### src/rtl/crypto_seq_ctrl_if.sv
// Signal bundle between crypto_seq_ctrl and its instruction source, crypto core and write-back port.
// The slave modport is the controller's view; master is the view of the logic around it.
interface crypto_seq_ctrl_if;
    logic        instr_valid;
    logic        instr_ready;
    logic [31:0] instruction;
    logic        core_start;
    logic [4:0]  core_round;
    logic [2:0]  core_funct3;
    logic [1:0]  core_set_type;
    logic        core_done;
    logic        wb_valid;
    logic [4:0]  wb_rd;
    logic        wb_ready;
    logic        busy;
    logic        illegal;

    modport master (
        output instr_valid, instruction, core_done, wb_ready,
        input  instr_ready, core_start, core_round, core_funct3, core_set_type,
               wb_valid, wb_rd, busy, illegal
    );

    modport slave (
        input  instr_valid, instruction, core_done, wb_ready,
        output instr_ready, core_start, core_round, core_funct3, core_set_type,
               wb_valid, wb_rd, busy, illegal
    );
endinterface

### src/rtl/crypto_seq_ctrl.sv
// Sequences a multi-round crypto instruction: one core_start per round, then a write-back
// handshake. Non-crypto opcodes are consumed and flagged with a one-cycle illegal pulse.
module crypto_seq_ctrl #(
    parameter logic [6:0] OPC_CRYPTO = 7'b0001011
) (
    input  logic             clk,
    input  logic             reset,
    crypto_seq_ctrl_if.slave bus
);

    typedef enum logic [1:0] {
        S_IDLE,
        S_ISSUE,
        S_WAIT,
        S_WB
    } state_t;

    state_t     r_state;
    state_t     w_next;

    logic [4:0] r_index;
    logic [4:0] r_n;
    logic [4:0] r_rd;
    logic [2:0] r_funct3;
    logic [1:0] r_set_type;
    logic       r_illegal;

    logic       w_accept;
    logic       w_is_crypto;
    logic       w_last;
    logic       w_instr_ready;
    logic       w_core_start;
    logic       w_wb_valid;
    logic       w_busy;
    logic       w_unused;

    assign w_accept    = bus.instr_valid && (r_state == S_IDLE);
    assign w_is_crypto = (bus.instruction[6:0] == OPC_CRYPTO);
    // Only meaningful in WAIT, where r_n is at least 1.
    assign w_last      = (r_index == (r_n - 5'd1));
    assign w_unused    = ^{bus.instruction[29:25], bus.instruction[19:15]};

    always_ff @(posedge clk) begin
        // NOTE: sequential state uses non-blocking assignments so every register samples
        // pre-edge values, independent of statement order.
        if (reset) begin
            r_state <= S_IDLE;
        end else begin
            r_state <= w_next;
        end
    end

    always_comb begin
        // NOTE: defaults first, so every path assigns every signal and no latch is inferred.
        w_next        = r_state;
        w_instr_ready = 1'b0;
        w_core_start  = 1'b0;
        w_wb_valid    = 1'b0;
        w_busy        = 1'b1;
        unique case (r_state)
            S_IDLE: begin
                w_instr_ready = 1'b1;
                w_busy        = 1'b0;
                if (w_accept && w_is_crypto) begin
                    w_next = (bus.instruction[24:20] == 5'd0) ? S_WB : S_ISSUE;
                end
            end
            S_ISSUE: begin
                w_core_start = 1'b1;
                w_next       = S_WAIT;
            end
            S_WAIT: begin
                if (bus.core_done) begin
                    w_next = w_last ? S_WB : S_ISSUE;
                end
            end
            S_WB: begin
                w_wb_valid = 1'b1;
                if (bus.wb_ready) begin
                    w_next = S_IDLE;
                end
            end
            default: w_next = S_IDLE;
        endcase
    end

    // Latched instruction fields and round index; illegal opcodes leave the fields untouched.
    always_ff @(posedge clk) begin
        if (reset) begin
            r_index    <= 5'd0;
            r_n        <= 5'd0;
            r_rd       <= 5'd0;
            r_funct3   <= 3'd0;
            r_set_type <= 2'd0;
            r_illegal  <= 1'b0;
        end else begin
            r_illegal <= w_accept && !w_is_crypto;
            if (w_accept && w_is_crypto) begin
                r_index    <= 5'd0;
                r_n        <= bus.instruction[24:20];
                r_rd       <= bus.instruction[11:7];
                r_funct3   <= bus.instruction[14:12];
                r_set_type <= bus.instruction[31:30];
            end else if ((r_state == S_WAIT) && bus.core_done && !w_last) begin
                r_index <= r_index + 5'd1;
            end
        end
    end

    assign bus.instr_ready   = w_instr_ready;
    assign bus.core_start    = w_core_start;
    assign bus.core_round    = r_index;
    assign bus.core_funct3   = r_funct3;
    assign bus.core_set_type = r_set_type;
    assign bus.wb_valid      = w_wb_valid;
    assign bus.wb_rd         = r_rd;
    assign bus.busy          = w_busy;
    assign bus.illegal       = r_illegal;

endmodule

### src/flat_wrapper.sv
// flat-port wrapper written by rule: the top's interface ports become plain ports
module crypto_seq_ctrl_flat 
#(
    parameter logic [6:0] OPC_CRYPTO = 7'b0001011
)
  (clk, reset, bus_instr_valid, bus_instruction, bus_core_done, bus_wb_ready, bus_instr_ready, bus_core_start, bus_core_round, bus_core_funct3, bus_core_set_type, bus_wb_valid, bus_wb_rd, bus_busy, bus_illegal);
  crypto_seq_ctrl_if bus_i ();
  input  logic clk;
  input  logic reset;
  input wire logic [$bits(bus_i.instr_valid)-1:0] bus_instr_valid;
  input wire logic [$bits(bus_i.instruction)-1:0] bus_instruction;
  input wire logic [$bits(bus_i.core_done)-1:0] bus_core_done;
  input wire logic [$bits(bus_i.wb_ready)-1:0] bus_wb_ready;
  output wire logic [$bits(bus_i.instr_ready)-1:0] bus_instr_ready;
  output wire logic [$bits(bus_i.core_start)-1:0] bus_core_start;
  output wire logic [$bits(bus_i.core_round)-1:0] bus_core_round;
  output wire logic [$bits(bus_i.core_funct3)-1:0] bus_core_funct3;
  output wire logic [$bits(bus_i.core_set_type)-1:0] bus_core_set_type;
  output wire logic [$bits(bus_i.wb_valid)-1:0] bus_wb_valid;
  output wire logic [$bits(bus_i.wb_rd)-1:0] bus_wb_rd;
  output wire logic [$bits(bus_i.busy)-1:0] bus_busy;
  output wire logic [$bits(bus_i.illegal)-1:0] bus_illegal;
  assign bus_i.instr_valid = bus_instr_valid;
  assign bus_i.instruction = bus_instruction;
  assign bus_i.core_done = bus_core_done;
  assign bus_i.wb_ready = bus_wb_ready;
  assign bus_instr_ready = bus_i.instr_ready;
  assign bus_core_start = bus_i.core_start;
  assign bus_core_round = bus_i.core_round;
  assign bus_core_funct3 = bus_i.core_funct3;
  assign bus_core_set_type = bus_i.core_set_type;
  assign bus_wb_valid = bus_i.wb_valid;
  assign bus_wb_rd = bus_i.wb_rd;
  assign bus_busy = bus_i.busy;
  assign bus_illegal = bus_i.illegal;
  crypto_seq_ctrl #(.OPC_CRYPTO(OPC_CRYPTO)) u_core (.clk(clk), .reset(reset), .bus(bus_i));
endmodule
### config.mk
export PLATFORM = sky130hd
export DESIGN_NAME = crypto_seq_ctrl_flat
export DESIGN_NICKNAME = d
export VERILOG_FILES = /design/src/rtl/crypto_seq_ctrl_if.sv /design/src/rtl/crypto_seq_ctrl.sv /design/src/flat_wrapper.sv
export SDC_FILE = /design/constraint.sdc
export NUM_CORES = 1
export LEC_CHECK = 0
export ABC_AREA = 1
export CAP_MARGIN = 20
export CELL_PAD_IN_SITES_DETAIL_PLACEMENT = 1
export CELL_PAD_IN_SITES_GLOBAL_PLACEMENT = 1
export CORE_MARGIN = 2
export CORE_UTILIZATION = 27
export DETAILED_ROUTE_END_ITERATION = 10
export PLACE_DENSITY_LB_ADDON = 0.1
export SLEW_MARGIN = 25
export SYNTH_ARGS = -nofsm -noshare
export SYNTH_HDL_FRONTEND = slang
export SYNTH_SLANG_ARGS = --single-unit
export TNS_END_PERCENT = 50
### constraint.sdc
create_clock -name clk -period 1.7 [get_ports clk]
set_input_delay 0.34 -clock clk [delete_from_list [all_inputs] [get_ports clk]]
set_output_delay 0.34 -clock clk [all_outputs]
set_load 0.02 [all_outputs]
After elaboration in Yosys (flattened, before gate mapping) --
Index checks and enable logic that the tools add are counted.
Storage, ports and cells: register bits 23, bits of input ports 37, output and inout bits 20, logic and storage cells 38
Cells by class: add/subtract/negate cells 2, eq/ne operators 8, multiplexer cells 10, reductions and logical operators 11
Operators with widths (count):
- 2-to-1 mux 2 bit | 5
- one-hot mux 2 bit (4 select lines) | 1
- equality test 7 x 4 -> 1 bit (second input constant) | 1
- != test 2 bit (second input constant) | 3
- adder 5 x 1 -> 5 bit (second input constant) | 1
- equality test 5 bit | 1
- logical AND 1 bit | 5
- logical NOT 5 bit | 1
- subtractor 5 x 1 -> 5 bit (second input constant) | 1
- equality test 2 bit (second input constant) | 2
- 2-to-1 mux 1 bit | 4
- AND reduction 3 bit | 1
- equality test 2 x 1 -> 1 bit (second input constant) | 1
- logical NOT 1 bit | 2
- logical NOT 2 bit | 1
- OR reduction 2 bit | 1

Logic depth before layout (Yosys ltp) --
depth in word-level cells 5, depth in mapped cells 12, gate-level depth less buffers 12

Worst setup path before layout --
Ideal clock, no wire load.
kind register to register, start reg u_core.r_n[0], end reg u_core.r_index[2] (netlist: u_core.bus.core_round[2]), library setup time 70 ps, data arrival time 1344 ps, data required time 1630 ps, setup slack 286 ps, cell stages (with the launch flop) 12, cell sequence dfxtp_1 -> inv_2 -> ha_1 -> nand2_1 -> nand2_1 -> nor2_2 -> nand2_2 -> nor2_4 -> nand2_4 -> nand2_4 -> nand2_1 -> a21oi_1
On the way: longest elaborated chain between the ends 4
RTL lines:
- start: declaration | line crypto_seq_ctrl.sv:22 | logic [4:0] r_n;
- start signal: assignment | line crypto_seq_ctrl.sv:100 | r_n <= bus.instruction[24:20];
- subtractor 5 x 1 -> 5 bit | line crypto_seq_ctrl.sv:40 | assign w_last = (r_index == (r_n - 5'd1));
- equality test 5 bit | line crypto_seq_ctrl.sv:40
- logical NOT 1 bit | line crypto_seq_ctrl.sv:104 | end else if ((r_state == S_WAIT) && bus.core_done && !w_last) begin
- logical AND 1 bit | line crypto_seq_ctrl.sv:104
- end signal: assignment | line crypto_seq_ctrl.sv:105 | r_index <= r_index + 5'd1;
- end: declaration | line crypto_seq_ctrl.sv:21 | logic [4:0] r_index;
No other way between the ends. A chain may end at the register's enable or synchronous reset.

Final worst setup path --
start reg u_core.r_state[0], end out bus_core_start
On the way: longest elaborated chain between the ends 2
RTL lines:
- start: declaration | line crypto_seq_ctrl.sv:18 | state_t r_state;
- start signal: assignment | line crypto_seq_ctrl.sv:49 | r_state <= w_next;
- equality test 2 x 1 -> 1 bit | line crypto_seq_ctrl.sv:60 | unique case (r_state)
- 2-to-1 mux 1 bit | line crypto_seq_ctrl.sv:60
- end: declaration | line flat_wrapper.sv:15 | output wire logic [$bits(bus_i.core_start)-1:0] bus_core_start;
No other way between the ends.

==> results.py <==
metrics = {
    "min_path": {
        "holdCritPathClass": "reg -> reg",
    },
    "status": {
        "status": "completed",
    },
    "grt": {
        "grt_pass1_vias": 1392,
        "grt_pass1_wl_mm": 5.87,
        "grt_antenna_before_repair": 0,
        "grt_usage_pct": 14.1,
        "grt_max_degree": 14,
        "overflow": 0,
    },
    "clock_network": {
        "clock_path_buffers": 2,
        "cts.reportedPaths.clkPinSlew_ns": 0.09,
        "clock_sinks": 23,
        "cts_max_level": 1,
        "cts.hold.buffers_added": 0,
        "cts_root_buf": "clkbuf_8",
        "clk_latency_ns": 0.26,
        "cts_tree": "yes",
        "cts_buffers": 3,
    },
    "place": {
        "place_congestion": 0.740,
        "dpl-instance-area_sq_um": 1770,
        "portBuffers": 46,
        "dpl.hpwl_mm": 2.88,
    },
    "critical_path": {
        "worstSetupEndpointType": "output pin",
        "critPathArrivalTime_ns": 1.23,
        "startpoint_type": "register",
        "critical-path-max-stage-delay_ns": 0.40,
        "required_ns": 1.36,
        "worst_path_max_delay_cell": "dfxtp_2",
        "critical_path.max_fanout": 5,
        "worstSetupPathType": "reg -> out",
        "crit_buf_inv": 2,
        "path_cells": "inv_2 > nor2_1 > dlygate4sd2_1",
        "cp_top_family": "buffers and inverters",
    },
    "floorplan": {
        "initial_core_util_pct": 28.0,
        "die_w_um": 71.2,
        "die_y_um": 71.2,
        "die_area_sq_um": 5070,
        "std_cell_rows": 24,
        "coreArea_sq_um": 4350,
        "pin_count": 57,
    },
    "synth": {
        "syn-cell-area_sq_um": 1220,
        "syn_nets": 214,
        "synthArstFlopShare_pct": 0,
        "synth_edf_count": 0,
        "syn_avg_cell_area_sq_um": 6.97,
        "synth.distinct_cells": 27,
        "ys_seq_area_share_pct": 37.7,
        "synth_cells": 175,
        "synth.ff_latch_count": 23,
        "yosys_warnings": 0,
        "synthFlopType": "dfxtp_1",
    },
    "detailed_routing": {
        "num_vias": 1280,
        "drt_wl_total_mm": 3.51,
        "ant_nets": 0,
        "drc": 0,
        "first_pass_iters": 2,
        "post_drt_wl_per_cell_um": 12.6,
        "vias_per_cell": 4.59,
        "drt_iter0_markers": 48,
    },
    "layout": {
        "final_util_pct": 42.2,
        "multi_input_area_sq_um": 673,
        "fin_nets": 267,
        "diodes": 0,
        "fillers": 543,
        "fin_area_sq_um": 1840,
        "layout-drive-gt1-share_pct": 16.3,
        "area_delta_synth_final_pct": 50.7,
        "seq_area_sq_um": 463,
    },
    "sta": {
        "period_minus_slack_ns": 1.57,
        "whs_ns": 0.471,
        "report.final.slew_viol_count": 0,
        "skew_ns": 0.00375,
        "relSlewSlack_pct": 79.0,
        "setup_viol": 0,
        "fmax_ghz": 0.638,
        "finalHoldViolations": 0,
        "min_period_over_period_pct": 92.3,
        "tightestPinTransition_ns": 0.314,
    },
    "power": {
        "p_per_area_nw_per_um2": 616,
        "peakVddDrop_uv": 244,
        "leakagePower_nw": 0.769,
    },
    "flow_run": {
        "drv_cap": 0,
    },
}
registers in the layout, indices dropped and copies added (netlist names):
name	cells
u_core.bus.core_funct3	3
u_core.bus.core_round	5
u_core.bus.core_set_type	2
u_core.bus.illegal	1
u_core.bus.wb_rd	5
u_core.r_n	5
u_core.r_state	2
metal layers:
metal	vias up	wire (um)	GRT usage, %
met5	-	0	0
met3	4	176	3.38
met1	591	1420	15.3
met4	0	32	3.77
li1	653	-	-
met2	32	1870	27.1
cells by family (layout without fill, tap and decap cells):
group,count (synthesis),count (layout),share of synthesized area [%]
buffers and inverters,25,77,8.72
AO/OA/AOI/OAI,29,29,12.4
adder cells (fa/ha/maj),2,2,2.05
AND/OR/NAND/NOR,93,93,36.9
XOR/XNOR,3,3,2.15
flip-flops,23,23,37.7
cell usage in the layout, fill, tap and decap left out, drive strengths merged:
cell type	netlist	layout
nand2	64	64
clkdlybuf4s50	0	38
dfxtp	23	23
a21oi	22	22
inv	20	20
nor2	13	13
nand3	12	12
dlygate4sd2	0	7
buf	3	6
o21ai	5	5
nor3	4	4
clkbuf	1	3
xor2	2	2
clkinv	1	2
ha	2	2
xnor2	1	1
a31o	1	1
o21a	1	1
dlymetal6s2s	0	1
cells in the mapped netlist (3+ instances only):
master	instances	share of area, %
a21oi_1	22	9.0
dfxtp_1	23	38
inv_1	11	3.4
inv_2	9	2.8
nand2_1	59	18
nand2_4	3	2.8
nand3_1	11	4.5
nor2_1	9	2.8
nor2_4	3	2.8
o21ai_1	4	1.6
path summary, 6_finish.rpt:
kind / start / end / slack, ns / depth (start not counted)
min reg2reg: u_core.bus.wb_rd[4]$_SDFFE_PP0P_ / u_core.bus.wb_rd[4]$_SDFFE_PP0P_ / 0.47 / 2
max reg2reg: u_core.r_n[0]$_SDFFE_PP0P_ / u_core.bus.core_round[3]$_SDFFE_PP0P_ / 0.17 / 12
min: u_core.bus.wb_rd[4]$_SDFFE_PP0P_ / u_core.bus.wb_rd[4]$_SDFFE_PP0P_ / 0.47 / 2
max: u_core.r_state[0]$_SDFFE_PP0P_ / bus_core_start / 0.13 / 3
through the flow:
step | worst slack [ns] | setup TNS, ns | power [mW] | std cells
after floorplan | 0.286 | 0 | 0.683 | 175
after global placement | 0.0233 | 0 | 0.804 | 274
after detailed placement | -0.0623 | -0.509 | 0.810 | 274
after CTS | 0.0156 | 0 | 1.15 | 278
after global routing | -0.0150 | -0.0150 | 1.20 | 279
final | 0.131 | 0 | 1.13 | 279
cell type report:
type	count	share of cell area, %
clock buffer	3	2.25
clock inverter	1	0.272
inverter	21	4.29
multi-input combinational	127	36.6
sequential	23	25.2
tap	52	3.54
timing repair buffer	52	27.8
what timing repair did:
action                                 4_1_cts  5_1_grt
buffers inserted                             0        1
pin swaps                                    0        0
gates cloned                                 0        0
gates resized for setup                      8        5
endpoints found under the hold margin        0        0
setup endpoints to repair                    7        6
worst reg2reg max path, cell delays in order, from the launching register on:
cell and delay, ns:
dfxtp_2 0.34, inv_2 0.06, ha_4 0.26, inv_1 0.03
nand2_1 0.05, nand2_1 0.05, nor2_2 0.10, nand2_2 0.07
nor2_4 0.12, nand2_4 0.09, nand2_4 0.09, nand2_1 0.07
a21oi_2 0.13
where the power goes:
group | total (mW) | switching (mW) | internal [mW]
Clock | 0.348 | 0.184 | 0.164
Combinational | 0.222 | 0.112 | 0.110
Sequential | 0.562 | 0.0122 | 0.550
Total | 1.13 | 0.309 | 0.823
Note: power is estimated with default switching activity, not from simulation.
